File: config.mk
export PLATFORM = sky130hd
export DESIGN_NAME = arb_burst_mux
export DESIGN_NICKNAME = d
export VERILOG_FILES = /design/src/rtl/arb_pkg.sv /design/src/rtl/arb_onehot_enc.sv /design/src/rtl/arb_burst_mux.sv
export SDC_FILE = /design/constraint.sdc
export NUM_CORES = 1
export LEC_CHECK = 0
export CAP_MARGIN = 20
export CORE_MARGIN = 3
export CORE_UTILIZATION = 29
export DETAILED_ROUTE_END_ITERATION = 12
export PLACE_DENSITY = 0.93
export SYNTH_ARGS = -nofsm -noshare
export SYNTH_HDL_FRONTEND = slang
export SYNTH_SLANG_ARGS = --single-unit
export TNS_END_PERCENT = 10
File: constraint.sdc
create_clock -name clk -period 2.7 [get_ports clk]
set_clock_uncertainty 0.15 [all_clocks]
set_input_delay 0.675 -clock clk [delete_from_list [all_inputs] [get_ports clk]]
set_output_delay 0.675 -clock clk [all_outputs]
set_load 0.01 [all_outputs]
File: src/rtl/arb_pkg.sv
// Shared types and helpers for the burst multiplexer and its encoder.
package arb_pkg;

   typedef enum logic [1:0] {
      IDLE = 2'd0,
      XFER = 2'd1,
      DONE = 2'd2
   } burst_state_t;

   // Index width for an N-entry one-hot vector; never below one bit.
   function automatic int idx_width(input int n);
      return (n > 1) ? $clog2(n) : 1;
   endfunction

   // Position of the lowest set bit; 0 when no bit is set.
   function automatic int onehot_lowest(input logic [31:0] v);
      int idx;
      idx = 0;
      for (int i = 31; i >= 0; i--) begin
         if (v[i]) idx = i;
      end
      return idx;
   endfunction

endpackage

File: src/rtl/arb_onehot_enc.sv
// Grant encoder: lowest-set-bit index plus a flag for more than one bit set.
module arb_onehot_enc
   import arb_pkg::*;
#(
   parameter int N  = 4,
   parameter int SW = 2
) (
   input  logic [N-1:0]  i_gnt,
   output logic [SW-1:0] o_idx,
   output logic          o_multi
);

   // Lowest bit wins; clearing it leaves non-zero only if another bit is set.
   always_comb begin
      o_idx   = SW'(onehot_lowest(32'(i_gnt)));
      o_multi = |(i_gnt & (i_gnt - N'(1)));
   end

endmodule

File: src/rtl/arb_burst_mux.sv
// Locks the shared output channel to the granted client for one burst and
// forwards its beats over valid/ready, then pulses done to that client.
//
// Handshake: a beat transfers in any cycle where out_valid && out_ready are
// both high at the rising edge; out_valid never looks at out_ready, and the
// client must hold req_data stable until it sees its ack bit.
module arb_burst_mux
   import arb_pkg::*;
#(
   parameter int N  = 4,
   parameter int DW = 32,
   parameter int LW = 4,
   localparam int SW = idx_width(N)
) (
   input  logic              clk,
   input  logic              rst,
   input  logic [N-1:0]      gnt,
   input  logic [N-1:0]      req_valid,
   input  logic [N*DW-1:0]   req_data,
   input  logic [N*LW-1:0]   req_len,
   input  logic              out_ready,
   output logic              out_valid,
   output logic [DW-1:0]     out_data,
   output logic [SW-1:0]     out_src,
   output logic              out_last,
   output logic [N-1:0]      ack,
   output logic [N-1:0]      done,
   output logic              busy,
   output logic              gnt_err,
   output burst_state_t      dbg_state
);

   burst_state_t    r_state, w_state_nxt;
   logic [SW-1:0]   r_src;
   logic [LW-1:0]   r_len;
   logic [LW-1:0]   r_cnt;
   logic            r_gnt_err;

   logic [SW-1:0]   w_gnt_idx;
   logic            w_gnt_multi;
   logic            w_accept;
   logic            w_last;

   arb_onehot_enc #(.N(N), .SW(SW)) u_enc (
      .i_gnt   (gnt),
      .o_idx   (w_gnt_idx),
      .o_multi (w_gnt_multi)
   );

   // Next-state logic and all channel outputs, decoded from state and inputs.
   always_comb begin
      w_state_nxt = r_state;
      out_valid   = 1'b0;
      out_data    = '0;
      out_last    = 1'b0;
      ack         = '0;
      done        = '0;
      w_last      = (r_cnt == r_len);
      w_accept    = 1'b0;
      case (r_state)
         IDLE: begin
            if (gnt != '0) w_state_nxt = XFER;
         end
         XFER: begin
            out_valid = req_valid[r_src];
            out_data  = req_data[r_src*DW +: DW];
            out_last  = w_last;
            w_accept  = out_valid && out_ready;
            if (w_accept) begin
               ack[r_src] = 1'b1;
               if (w_last) w_state_nxt = DONE;
            end
         end
         DONE: begin
            done[r_src] = 1'b1;
            w_state_nxt = IDLE;
         end
         default: w_state_nxt = IDLE;
      endcase
   end

   // State, owner, length, beat counter and sticky grant error.
   always_ff @(posedge clk or posedge rst) begin
      if (rst) begin
         r_state   <= IDLE;
         r_src     <= '0;
         r_len     <= '0;
         r_cnt     <= '0;
         r_gnt_err <= 1'b0;
      end else begin
         r_state <= w_state_nxt;
         if (r_state == IDLE && gnt != '0) begin
            r_src <= w_gnt_idx;
            r_len <= req_len[w_gnt_idx*LW +: LW];
            r_cnt <= '0;
            if (w_gnt_multi) r_gnt_err <= 1'b1;
         end else if (w_accept && !w_last) begin
            // The final beat leaves cnt at len so it can never wrap.
            r_cnt <= r_cnt + LW'(1);
         end
      end
   end

   assign out_src   = r_src;
   assign busy      = (r_state != IDLE);
   assign gnt_err   = r_gnt_err;
   assign dbg_state = r_state;

endmodule

**After elaboration in Yosys (flattened, before gate mapping)**

Cells that the tools add are included.

- Output and inout bits: 48
- Register bits: 13
- Bits in latches: 0
- Memory bits (read-only): 0
- Bits in writable memories: 0
- Memories kept: 0
- Word-level logic and storage cells: 51

- Muxes and demuxes: 21
- Add/subtract/negate cells: 2
- $mul: 0
- $lt $le $gt $ge: 2
- Reductions and logical operators: 12
- Shift operators: 2
- Equal/unequal tests: 6
- Divide/modulo/power cells: 0
- Bitwise gates (word level): 1

Operator list:

| kind | count |
|---|---|
| $shiftx 128x8->32 | 1 |
| $mux 32 | 1 |
| $mux 4 | 5 |
| $shiftx 16x5->4 | 1 |
| $mux 2 | 7 |
| $ne 2x2->1 const B | 3 |
| $mux 1 | 5 |
| $add 4x1->4 const B | 1 |
| $and 4x4->4 | 1 |
| $eq 4x4->1 | 1 |
| $logic_and 1x1->1 | 4 |
| $pmux 2 s2 | 1 |
| $reduce_bool 2->1 | 2 |
| $reduce_bool 4->1 | 1 |
| $reduce_or 4->1 | 1 |
| $sub 4x1->4 const B | 1 |
| $lt 2x3->1 const B | 1 |
| $reduce_and 3->1 | 1 |
| $bmux 1 s2 | 1 |
| $demux 1 s2 | 1 |
| $eq 2x1->1 const B | 1 |
| $eq 2x2->1 const B | 1 |
| $ge 2x1->1 const B | 1 |
| $logic_not 2->1 | 1 |
| other kinds (2) | 2 |

**Depth between registers and ports, before layout**

Gate-level depths: netlist of run 1.

- Depth after elaboration: 7
- Gate-level depth with buffers: 5

**By module**

Synthesis of run 1 repeated with hierarchy kept, for this count alone.

- Cell total of the unflattened synthesis: 156
- Area, all modules: 1,815.5 um^2

By module, submodules not included:

| module | seq. area each (um^2) | area each (um^2) | cells each | times used |
|---|---|---|---|---|
| arb_burst_mux | 325.3 | 1,773.0 | 148 | 1 |
| arb_onehot_enc | 0.0 | 42.5 | 8 | 1 |

**Worst setup path after synthesis of run 1**

No wires, ideal clock.

- Path kind: register to output
- Start: register r_src[0], in the netlist out_src[0]
- End: output port out_data[10]
- Slack: 385 ps
- Stages on the path, launching flop included: 5
- Required time: 1,875 ps
- Arrival time: 1,490 ps
- Cells stage by stage: dfrtp_1 buf_6 buf_6 mux4_2 and2_1

- Cells in the longest elaborated chain, start to end: 2

Ends and longest elaborated chain:

| element | line | RTL |
|---|---|---|
| start, declared | arb_burst_mux.sv:34 | `logic [SW-1:0] r_src;` |
| start signal, assigned | arb_burst_mux.sv:93 | `r_src <= w_gnt_idx;` |
| $shiftx 128x8->32 | arb_burst_mux.sv:66 | `out_data = req_data[r_src*DW +: DW];` |
| $mux 32 | arb_burst_mux.sv:60 | `case (r_state)` |
| end, declared | arb_burst_mux.sv:23 | `output logic [DW-1:0] out_data,` |

No other way between the ends.

**Worst setup path in the final report of run 1**

- Start: input port req_data[59]
- End: output port out_data[27]

- Cells in the longest elaborated chain, start to end: 2

Ends and longest elaborated chain:

| element | line | RTL |
|---|---|---|
| start, declared | arb_burst_mux.sv:19 | `input logic [N*DW-1:0] req_data,` |
| $shiftx 128x8->32 | arb_burst_mux.sv:66 |  |
| $mux 32 | arb_burst_mux.sv:60 |  |

No other way between the ends.

==> results of run 1 <==
-- power breakdown --
group	switching [mW]	total, mW	internal, mW
clock network	0.0672	0.171	0.104
logic	1.07	2.57	1.49
registers	0.0972	0.367	0.270
total	1.24	3.11	1.87
-- through the flow --
step,util [%],total power [mW]
2_1_floorplan,-,1.75
3_3_place_gp,66.6,2.99
3_5_place_dp,66.6,3.06
4_1_cts,65.0,3.01
5_1_grt,66.4,3.34
6_report,66.4,3.11
-- how the worst max path moves through the flow --
stage | start | to
after floorplan | out_src[0] | out_data[10]
after global placement | req_valid[3] | out_valid
after detailed placement | req_valid[2] | ack[1]
after CTS | req_data[98] | out_data[2]
after global routing | req_valid[3] | ack[0]
final | req_data[59] | out_data[27]
-- final cells by class --
type / instances / area [um^2] / share of cell area (%)
well taps: 75 / 93.8 / 2.33
clock buffers: 4 / 45.0 / 1.12
repair buffers: 215 / 2020 / 50.3
diodes: 1 / 2.50 / 0.0622
flip-flops and latches: 13 / 328 / 8.14
inverters: 5 / 18.8 / 0.466
multi-input cells: 134 / 1510 / 37.6
-- synth_stat cells (2+ instances only) --
library cell / instances / area [um^2]
nand3_2: 2 / 20.0
xnor2_1: 4 / 35.0
and2_1: 33 / 206
buf_2: 5 / 25.0
o211ai_1: 3 / 22.5
or3_1: 2 / 12.5
clkbuf_1: 3 / 11.3
o21ai_0: 5 / 25.0
nor2_1: 7 / 26.3
nand2_1: 9 / 33.8
mux2i_1: 9 / 90.1
o221ai_1: 4 / 35.0
nor3_1: 2 / 10.0
dfrtp_1: 13 / 325
inv_1: 5 / 18.8
buf_6: 3 / 33.8
mux4_2: 33 / 743
nand2b_1: 6 / 37.5
-- state kept, by name (all words and copies together), names as in the netlist --
name	flops
dbg_state	2
gnt_err	1
out_src	2
r_cnt	4
r_len	4
-- cells by family after synthesis --
logic type | synth area share, %
XOR/XNOR | 2.36
buffers and inverters | 4.80
multiplexers | 45.6
adder cells (fa/ha/maj) | 1.22
flip-flops | 17.6
AO/OA/AOI/OAI | 7.50
AND/OR/NAND/NOR | 20.9
-- per-layer routing --
layer | vias up | GRT usage [%] | wire length [um]
met3 | 20 | 5.19 | 701
met4 | 0 | 6.62 | 218
met1 | 1095 | 24.4 | 2970
met2 | 116 | 45.1 | 5000
met5 | - | 0 | 0
li1 | 1046 | - | -
-- repair_timing --
action	in CTS	in global routing
setup buffers	2	0
cloned	0	0
hold buffers	0	0
endpoints found under the hold margin	0	0
setup endpoints to repair	37	22
pin swaps	4	6
gates resized for setup	165	27
==> impl_metrics.json, run 1 <==
{
  "tns_ns": 0,
  "path_class": "input pin to primary output",
  "drv_cap": 0,
  "r2r_setup_slack_ns": 0.79,
  "place.gp.congestion": 0.826,
  "layout_commonest_cell": "clkdlybuf4s50_1",
  "ys_async_sr_fraction_pct": 100,
  "nFillCells": 483,
  "layout.nets": 528,
  "placedCellCount": 440,
  "route.detailed.drc": 0,
  "cpMaxStageDelayCell": "mux4_2",
  "synthesis.area_mm2": 0.00185,
  "cts.clk_slew.worst_paths_ns": 0.05,
  "clkSinkCount": 13,
  "cts_root_buf": "clkbuf_8",
  "io_buffers": 202,
  "synth-edff-count": 0,
  "slew_violations": 0,
  "first_pass_iters": 4,
  "ys_ff_latch": 13,
  "synth_fp_nets": 319,
  "period_share_pct": 99.7,
  "slew_headroom_pct": 68.1,
  "status": "finished, final reports clean",
  "grt_pass1_wl_um": 13300,
  "worst_slack_ns": 0.00784,
  "drt-initial-drc-count": 33,
  "ios": 203,
  "route.detailed.wl_per_inst_um": 19.9,
  "finalCriticalPeriod_ns": 2.69,
  "worst_setup_path_start_kind": "input pin",
  "core_area_mm2": 0.00606,
  "path_max_fanout": 1,
  "grt_pass1_vias": 2492,
  "synth_flop_cell": "dfrtp_1",
  "vias": 2277,
  "r2r_cells": 6,
  "critPathBufInv": 2,
  "area_growth_pct": 117,
  "worstMarginPinSlew_ns": 0.473,
  "synth.distinct_cells": 33,
  "dpl_cell_area_mm2": 0.00403,
  "chipHeight_um": 85.9,
  "timing.hold.ws_ns": 0.338,
  "layout-drive-gt1-share_pct": 30.5,
  "antenna_found_initial": 1,
  "numCtsBuffers": 3,
  "power.leakage_nw": 1.68,
  "fin_area_mm2": 0.00403,
  "insertion_delay_ns": 0.24,
  "grt_max_degree": 24,
  "die-width_um": 85.9,
  "hold_depth": 1,
  "timing.critical_path.arrival_ns": 1.87,
  "dieArea_mm2": 0.00738,
  "clock.fmax_mhz": 371,
  "setup_violations": 0,
  "whs_endpoint": "gnt_err",
  "h-tree-depth": 1,
  "power_per_cell_area_mw_per_mm2": 772,
  "r2r_start": "out_src[0]",
  "cp_top_family": "buffers and inverters",
  "routed_wl_um": 8900,
  "dp_slack_ns": -0.450,
  "hp-start": "gnt_err",
  "crit_chain": "clkdlybuf4s50_1, mux4_2, and2_4, buf_2",
  "grt_use_total_pct": 23.1,
  "crit_cells": 4,
  "endpoint_kind": "primary output",
  "slowest_delay_ns": 0.46,
  "postRouteAntennaNets": 0,
  "hold_violations": 0,
  "syn_inst": 163,
  "dp_hpwl_um": 7640,
  "num_rows": 28,
  "cts_tree": "yes",
  "synth-seq-area-share_pct": 17.6,
  "initial_core_util_pct": 30.6,
  "final_cell_mix": "146 x clkdlybuf4s50_1, 33 x mux4_2, 33 x buf_2",
  "stdcell_count": 447,
  "clockBufferDepth": 2,
  "rsz0062_at_grt": "true",
  "synth.avg_cell_area_um2": 11.4,
  "worstPathRequired_ns": 1.88,
  "yosys_warnings": 0,
  "ir_drop_uv": 491,
  "hold_class": "flop to flop",
  "viasPerCell": 5.09,
  "r2r_end": "r_cnt[1]",
  "grt_overflow_total": 0
}
No activity file was read; power rests on OpenSTA's default activity.
==> run 2: changes to the inputs <==
--- a/config.mk
+++ b/config.mk
@@ -8,6 +8,7 @@
 export CAP_MARGIN = 20
 export CORE_MARGIN = 3
 export CORE_UTILIZATION = 29
+export CTS_CLUSTER_SIZE = 24
 export DETAILED_ROUTE_END_ITERATION = 12
 export PLACE_DENSITY = 0.93
 export SYNTH_ARGS = -nofsm -noshare
==> results of run 2 <==
Same layout as run 1: the final DEF is identical, and so are final timing and power.
==> run 3: changes to the inputs <==
--- a/config.mk
+++ b/config.mk
@@ -6,7 +6,6 @@
 export NUM_CORES = 1
 export LEC_CHECK = 0
 export CAP_MARGIN = 20
-export CORE_MARGIN = 3
 export CORE_UTILIZATION = 29
 export CTS_CLUSTER_SIZE = 24
 export DETAILED_ROUTE_END_ITERATION = 12
==> impl_metrics.json, run 3 (synthesis gave the netlist of run 1 again) <==
{
  "viasPerCell": 5.05,
  "dp_hpwl_um": 6820,
  "grt_use_total_pct": 22.6,
  "layout-drive-gt1-share_pct": 29.2,
  "hold_class": "flop to flop",
  "setup_violations": 0,
  "r2r_cells": 6,
  "endpoint_kind": "primary output",
  "nFillCells": 468,
  "antenna_found_initial": 2,
  "hold_violations": 0,
  "ir_drop_uv": 481,
  "chipHeight_um": 81.9,
  "postRouteAntennaNets": 0,
  "initial_core_util_pct": 30.7,
  "vias": 2248,
  "cts.clk_slew.worst_paths_ns": 0.06,
  "hold_depth": 1,
  "grt_overflow_total": 0,
  "diodes": 0,
  "area_growth_pct": 116,
  "worst_setup_path_start_kind": "input pin",
  "slew_headroom_pct": 62.9,
  "h-tree-depth": 1,
  "die-width_um": 81.9,
  "layout_commonest_cell": "clkdlybuf4s50_1",
  "io_buffers": 202,
  "final_cell_mix": "151 x clkdlybuf4s50_1, 33 x mux4_2, 29 x buf_2",
  "cts_root_buf": "clkbuf_8",
  "period_share_pct": 99.6,
  "fin_area_mm2": 0.00401,
  "status": "finished, final reports clean",
  "grt_max_degree": 29,
  "num_rows": 28,
  "grt_pass1_vias": 2243,
  "core_area_mm2": 0.00603,
  "drv_cap": 0,
  "clock.fmax_mhz": 372,
  "insertion_delay_ns": 0.25,
  "route.detailed.drc": 0,
  "largestRegisters": "r_cnt: 4 flops, r_len: 4 flops",
  "routed_wl_um": 8240,
  "timing.hold.ws_ns": 0.350,
  "path_class": "input pin to primary output",
  "dpl_cell_area_mm2": 0.00402,
  "dieArea_mm2": 0.00671,
  "drt-initial-drc-count": 81,
  "ios": 203,
  "route.detailed.wl_per_inst_um": 18.5,
  "cts_hold_repair.buffers": 0,
  "rsz0062_at_grt": "true",
  "path_max_fanout": 1,
  "power_per_cell_area_mw_per_mm2": 765,
  "clkSinkCount": 13,
  "place.gp.congestion": 0.802,
  "numCtsBuffers": 3,
  "finalCriticalPeriod_ns": 2.69,
  "grt_pass1_wl_um": 11200,
  "first_pass_iters": 4,
  "clockBufferDepth": 2,
  "worstMarginPinSlew_ns": 0.550,
  "slew_violations": 0,
  "power.leakage_nw": 1.64,
  "cts_tree": "yes",
  "layout.nets": 527,
  "worstPathRequired_ns": 1.88,
  "timing.critical_path.arrival_ns": 1.86
}
-- run 3: layout make-up --
type | count | area [um^2] | share of cell area [%]
repair buffers | 214 | 2030 | 50.6
flip-flops and latches | 13 | 329 | 8.21
inverters | 5 | 18.8 | 0.468
clock buffers | 4 | 45.0 | 1.12
well taps | 75 | 93.8 | 2.34
multi-input cells | 134 | 1490 | 37.2
-- run 3: critical path, cell delays in order --
cell	delay, ns
clkdlybuf4s50_1	0.42
mux4_2	0.45
and2_1	0.17
buf_2	0.14
-- run 3: worst paths after layout --
kind	slack [ns]	to	startpoint
worst max register to register	0.72	r_cnt[1]	out_src[0]
worst max-delay path	0.01	out_data[22]	req_data[86]
worst min register to register	0.35	gnt_err	gnt_err
worst min-delay path	0.35	gnt_err	gnt_err
max in group asynchronous	1.44	r_cnt[2]	rst
min in group asynchronous	0.59	r_len[0]	rst
-- run 3: through the flow --
step                setup slack [ns]  setup TNS [ns]  power, mW  util (%)  std cells
floorplan                      0.385               0       1.75         -        163
global placement              -0.395          -11.21       2.95      66.7        440
detailed placement            -0.425          -11.78       3.01      66.7        440
CTS                          -0.0503         -0.0503       2.94      65.2        445
global route                 -0.0284         -0.0284       3.29      66.5        445
finish                        0.0107               0       3.06      66.5        445
-- run 3: where the power goes --
part	switching (mW)	internal, mW
Sequential	0.111	0.271
Combinational	1.04	1.46
Clock	0.0772	0.105
-- run 3: what timing repair did --
action	in CTS	in global routing
pin swaps	2	2
gates resized for setup	155	25
gates cloned	0	0
endpoints found under the setup margin	38	14
setup buffers	1	0
-- run 3: metal layers --
layer | track usage, % | vias to the layer above | share of wire (%)
li1 | - | 1042 | -
met1 | 23.4 | 1053 | 33
met2 | 42.5 | 125 | 54
met3 | 6.44 | 26 | 9.8
met4 | 8.77 | 2 | 2.6
met5 | 0 | - | 0.13
